`src/rtl/test7seg_pkg.sv`:
```
// Shared types and constants for the minutes:seconds BCD timer.
package test7seg_pkg;

   typedef enum logic {
      ST_STOPPED = 1'b0,
      ST_RUNNING = 1'b1
   } state_e;

   typedef logic [3:0] bcd_t;

   localparam bcd_t       SEC_TENS_MAX = 4'd5;
   localparam bcd_t       ONES_MAX     = 4'd9;
   localparam logic [5:0] SEC_MAX      = 6'd59;

   // Binary 0..59 to {tens, ones}; at most five subtract-by-ten steps.
   function automatic logic [7:0] bin_to_bcd(input logic [5:0] bin);
      logic [5:0] rem;
      bcd_t       tens;
      rem  = bin;
      tens = '0;
      for (int i = 0; i < 5; i++) begin
         if (rem >= 6'd10) begin
            rem  = rem - 6'd10;
            tens = tens + 4'd1;
         end
      end
      return {tens, rem[3:0]};
   endfunction

endpackage

```
`src/rtl/bcd_digit.sv`:
```
// One BCD digit 0..MAX with clear > load > increment priority; carry is
// raised when an increment rolls the digit from MAX back to 0.
module bcd_digit
   import test7seg_pkg::*;
#(
   parameter bcd_t MAX = ONES_MAX
) (
   input  logic       clk,
   input  logic       rst_n,
   input  logic       inc,
   input  logic       clr,
   input  logic       ld,
   input  logic [3:0] ld_val,
   output logic [3:0] value,
   output logic       carry
);

   bcd_t value_q;
   bcd_t value_d;

   always_comb begin
      value_d = value_q;
      if (clr) begin
         value_d = '0;
      end else if (ld) begin
         value_d = ld_val;
      end else if (inc) begin
         value_d = (value_q == MAX) ? 4'd0 : value_q + 4'd1;
      end
   end

   always_ff @(posedge clk or negedge rst_n) begin
      if (!rst_n) begin
         value_q <= '0;
      end else begin
         value_q <= value_d;
      end
   end

   assign value = value_q;
   assign carry = inc && (value_q == MAX);

endmodule

```
`src/rtl/min_sec_bcd_counter.sv`:
```
// Run/stop minutes:seconds timer (00:00..59:59) feeding the HEX3..HEX0 decoders.
//   state      | meaning
//   ST_STOPPED | prescaler frozen, digits hold, waiting for start
//   ST_RUNNING | prescaler counts, one digit increment per DIVISOR cycles
module min_sec_bcd_counter
   import test7seg_pkg::*;
#(
   parameter int CLK_HZ  = 50000000,
   parameter int TICK_HZ = 1
) (
   input  logic       CLOCK_50,
   input  logic       RESET_N,
   input  logic       start,
   input  logic       stop,
   input  logic       clear,
   input  logic       load,
   input  logic [5:0] load_sec,
   output logic [3:0] sec_ones,
   output logic [3:0] sec_tens,
   output logic [3:0] min_ones,
   output logic [3:0] min_tens,
   output logic       tick,
   output logic       wrap,
   output logic       running
);

   localparam int DIVISOR = CLK_HZ / TICK_HZ;
   localparam int PW      = (DIVISOR > 1) ? $clog2(DIVISOR) : 1;
   localparam logic [PW-1:0] DIV_M1 = PW'(DIVISOR - 1);

   generate
      if (DIVISOR < 2) begin : g_bad_divisor
         $error("min_sec_bcd_counter: CLK_HZ/TICK_HZ must be at least 2");
      end
   endgenerate

   state_e        state_q, state_d;
   logic [PW-1:0] presc_q, presc_d;
   logic          tick_q, tick_d;
   logic          wrap_q, wrap_d;

   logic          cnt_ev;
   logic          load_ok;
   logic          inc_en;
   logic [7:0]    ld_bcd;
   logic          so_carry, st_carry, mo_carry, mt_carry;

   // A valid load steals the count event so the preset value is what shows.
   always_comb begin
      cnt_ev  = (state_q == ST_RUNNING) && (presc_q == DIV_M1);
      load_ok = load && (load_sec <= SEC_MAX);
      inc_en  = cnt_ev && !clear && !load_ok;
      ld_bcd  = bin_to_bcd(load_sec);
   end

   always_comb begin
      state_d = state_q;
      presc_d = presc_q;
      tick_d  = inc_en;
      wrap_d  = mt_carry;
      if (clear || stop) begin
         state_d = ST_STOPPED;
      end else if (start) begin
         state_d = ST_RUNNING;
      end
      if (clear) begin
         presc_d = '0;
      end else if (state_q == ST_RUNNING) begin
         presc_d = cnt_ev ? '0 : presc_q + PW'(1);
      end
   end

   always_ff @(posedge CLOCK_50 or negedge RESET_N) begin
      if (!RESET_N) begin
         state_q <= ST_STOPPED;
         presc_q <= '0;
         tick_q  <= 1'b0;
         wrap_q  <= 1'b0;
      end else begin
         state_q <= state_d;
         presc_q <= presc_d;
         tick_q  <= tick_d;
         wrap_q  <= wrap_d;
      end
   end

   bcd_digit #(.MAX(ONES_MAX)) u_sec_ones (
      .clk    (CLOCK_50),
      .rst_n  (RESET_N),
      .inc    (inc_en),
      .clr    (clear),
      .ld     (load_ok),
      .ld_val (ld_bcd[3:0]),
      .value  (sec_ones),
      .carry  (so_carry)
   );

   bcd_digit #(.MAX(SEC_TENS_MAX)) u_sec_tens (
      .clk    (CLOCK_50),
      .rst_n  (RESET_N),
      .inc    (so_carry),
      .clr    (clear),
      .ld     (load_ok),
      .ld_val (ld_bcd[7:4]),
      .value  (sec_tens),
      .carry  (st_carry)
   );

   bcd_digit #(.MAX(ONES_MAX)) u_min_ones (
      .clk    (CLOCK_50),
      .rst_n  (RESET_N),
      .inc    (st_carry),
      .clr    (clear),
      .ld     (1'b0),
      .ld_val (4'd0),
      .value  (min_ones),
      .carry  (mo_carry)
   );

   bcd_digit #(.MAX(SEC_TENS_MAX)) u_min_tens (
      .clk    (CLOCK_50),
      .rst_n  (RESET_N),
      .inc    (mo_carry),
      .clr    (clear),
      .ld     (1'b0),
      .ld_val (4'd0),
      .value  (min_tens),
      .carry  (mt_carry)
   );

   assign tick    = tick_q;
   assign wrap    = wrap_q;
   assign running = (state_q == ST_RUNNING);

endmodule
```
`config.mk`:
```
export PLATFORM = sky130hd
export DESIGN_NAME = min_sec_bcd_counter
export DESIGN_NICKNAME = d
export VERILOG_FILES = /design/src/rtl/test7seg_pkg.sv /design/src/rtl/bcd_digit.sv /design/src/rtl/min_sec_bcd_counter.sv
export SDC_FILE = /design/constraint.sdc
export NUM_CORES = 1
export LEC_CHECK = 0
export ABC_AREA = 1
export CORE_MARGIN = 2
export CORE_UTILIZATION = 63
export CTS_CLUSTER_DIAMETER = 80
export DETAILED_ROUTE_END_ITERATION = 6
export PLACE_DENSITY = 0.84
export SYNTH_ARGS = -nofsm -noshare
export SYNTH_HDL_FRONTEND = slang
export SYNTH_SLANG_ARGS = --single-unit
```
`constraint.sdc`:
```
create_clock -name CLOCK_50 -period 4.3 [get_ports CLOCK_50]
set_input_delay 0.86 -clock CLOCK_50 [delete_from_list [all_inputs] [get_ports CLOCK_50]]
set_output_delay 0.86 -clock CLOCK_50 [all_outputs]
set_load 0.01 [all_outputs]
```
==> run metrics <==
Vias=4529; status=finished, violations left; final setup fails=7; total clock buffers created by CTS=5; Compound-Gate Fraction of Synth Area=0.106; vias per cell=6.67; CP required=4.50 ns; main combinational cell family by area after synthesis=simple AND/OR/NAND/NOR gates; Post-synth top flop=dfrtp_1; Data arrival, critical path=4.74 ns; Reg clk slew, reported paths=0.08 ns; Min Clock Period, post-route=4.54 ns; area share of the largest cell type after synthesis=0.328; clock root buffer=clkbuf_8; Routed WL=14.3 mm; P_leak=2.34 nW; WL/cell=21.1 um; Yosys cell types=42; max-slew violation count=0; Syn Area/Cell=6.94 um2; Max clock buf depth=2; Placed Area=4320 um2; P_int=1.15 mW; sequential element share of the synthesized area=0.328; hold_buf cts=0; worst path bufs/invs=10; Worst slew margin=0.335; Worst Skew=0.00370 ns; mux cell area share after synthesis=0; xor/xnor cell area share of the yosys netlist=0.0178; Critical Path Most Common Cell=nand2_1; FILL cells=146; DRT antenna net count=0; vias in the first global route=3550; Setup Slack @ Placement=-0.698 ns; drt pass-1 iters=7; slowest cell on the critical path=xor2_1; Post-synth EDFFs=0; PwrDens=431 nW/um2; Hold WS=0.523 ns; Worst setup EP type=register; FP Rows=26; multi-input combinational cell area=2330 um2; worst slew pin tran=0.998 ns; Die Width=77.9 um; first-pass GRT wire length=15.7 mm; flops & latches, synth=45; switching portion of total power=0.449; CP max FO=4; worst stage delay on the critical path=0.24 ns; share of cells above drive strength 1=0.292; Seq. cell area=1130 um2; # IOs=31; Max Cap Viol=0; sequential power share=0.235; Initial Util=0.664; Inserted Diodes=0; worst min path class=register to register; area growth from synthesis to layout=40.9%; setup TNS=-1.23 ns; biggest area consumer among synthesized cells=dfrtp_1; Skew-Pair Late Insertion Delay=0.31 ns; yosys warns=0; CTS tree=yes; die area=6060 um2; kind of critical path=input port to register; failing checks=design-rule violations, negative setup slack; drt drc=28; Mapped Cells=495; Post-Synth Simple-Gate Area=0.403; combinational share of power=0.602; total power=2.09 mW; share of flip-flops with an asynchronous set or reset=1.00; startpoint class of the critical path=input port; post-route design area=4840 um2; largest net degree at the start of global routing=46; count leader, synth=nand2_1; Worst IR Drop VDD=0.613 mV; RSZ-0062 raised after global routing=true; htree depth=2; core area=5170 um2; Mapped Nets=524; setup ws final=-0.244 ns; # port buffers=30; clock power share=0.163; Net count, final=637; DPL Wire Length=6.61 mm; global placement routability congestion=0.830; cell family with most CP delay=simple AND/OR/NAND/NOR gates; dominant cells by area after synthesis=dfrtp_1 33%, nand2_1 14%, inv_1 7.5%, ha_1 6.2%, nor2_1 6.0%; Post-synth top cells=131 x nand2_1, 69 x inv_1, 55 x nor2_1, 45 x dfrtp_1, 27 x nand3_1; Mapped Area=3440 um2; Synth Area in Adders=0.0619; Congestion Overflow GR=0; initial antenna violation count=0; 1st-iter DRT viols=965; Sink Count=45; Period Utilization, post-route=1.06; max frequency=220 MHz; Final Hold Viols=0; gr usage total=0.322; Die Y=77.9 um; switching power=0.937 mW
[through the flow]
stage | cells | util
floorplan | 495 | -
global placement | 654 | 0.835
detailed placement | 654 | 0.835
CTS | 672 | 0.881
global route | 679 | 0.936
finish | 679 | 0.936
[what timing repair did]
action / 4_1_cts / 5_1_grt
endpoints found under the setup margin: 7 / 7
pin swaps: 15 / 42
resized for setup: 21 / 71
setup buffers: 10 / 7
[metal layers]
metal | up-vias | global-route usage | part of all wire
li1 | 1832 | - | -
met1 | 2034 | 0.368 | 0.34
met2 | 489 | 0.600 | 0.45
met3 | 174 | 0.0395 | 0.12
met4 | 0 | 0.134 | 0.092
met5 | - | 0 | 0
[final timing paths]
kind                                                 start                              end  slack (ns)  depth (start not counted)
max in group asynchronous                          RESET_N  u_sec_tens.value[0]$_DFFE_PN0P_        2.97                          1
setup reg to reg                    presc_q[0]$_DFFE_PN0P_  u_min_tens.value[3]$_DFFE_PN0P_        1.16                         13
min in group asynchronous                          RESET_N          presc_q[22]$_DFFE_PN0P_        0.71                          1
hold reg to reg            u_min_tens.value[3]$_DFFE_PN0P_  u_min_tens.value[3]$_DFFE_PN0P_        0.52                          1
hold / removal             u_min_tens.value[3]$_DFFE_PN0P_  u_min_tens.value[3]$_DFFE_PN0P_        0.52                          1
setup / recovery                               load_sec[1]  u_sec_tens.value[2]$_DFFE_PN0P_       -0.24                         35
[sequential cells by signal (all words and copies together) (netlist names)]
signal	flops
running	1
u_sec_ones.value	4
u_min_tens.value	4
tick	1
u_min_ones.value	4
presc_q	26
u_sec_tens.value	4
wrap	1
[cell usage in the layout (no fill, tap or decap), drive strengths merged, types with 5 or more instances in the layout]
cell type / n
nand2: 155
buf: 82
inv: 72
nor2: 58
dfrtp: 45
nand3: 29
a21oi: 24
clkdlybuf4s50: 23
o21ai: 21
nor3: 18
nand4: 17
ha: 17
clkbuf: 9
nand3b: 6
xor2: 5
[kinds of logic after synthesis]
kind of cell / Yosys count
AND/OR/NAND/NOR: 289
XOR/XNOR: 7
AO/OA/AOI/OAI: 61
flip-flops: 45
adder cells (fa/ha/maj): 17
buffers and inverters: 76
[area by class of cell]
cell class	instances	share of cell area
Inverter	73	0.0602
Timing Repair Buffer	109	0.184
Clock buffer	7	0.0178
Multi-Input combinational cell	374	0.481
Clock inverter	1	0.00620
Sequential cell	45	0.233
Tap cell	70	0.0181
[power by group through the flow]
stage / Combinational, mW / Sequential, mW / Clock (mW)
6_report: 1.26 / 0.490 / 0.340
5_1_grt: 1.31 / 0.489 / 0.349
4_1_cts: 0.957 / 0.480 / 0.333
3_5_place_dp: 0.911 / 0.487 / 0
3_3_place_gp: 0.866 / 0.486 / 0
2_1_floorplan: 0.559 / 0.490 / 0
Power figures use the tool's default switching activity.
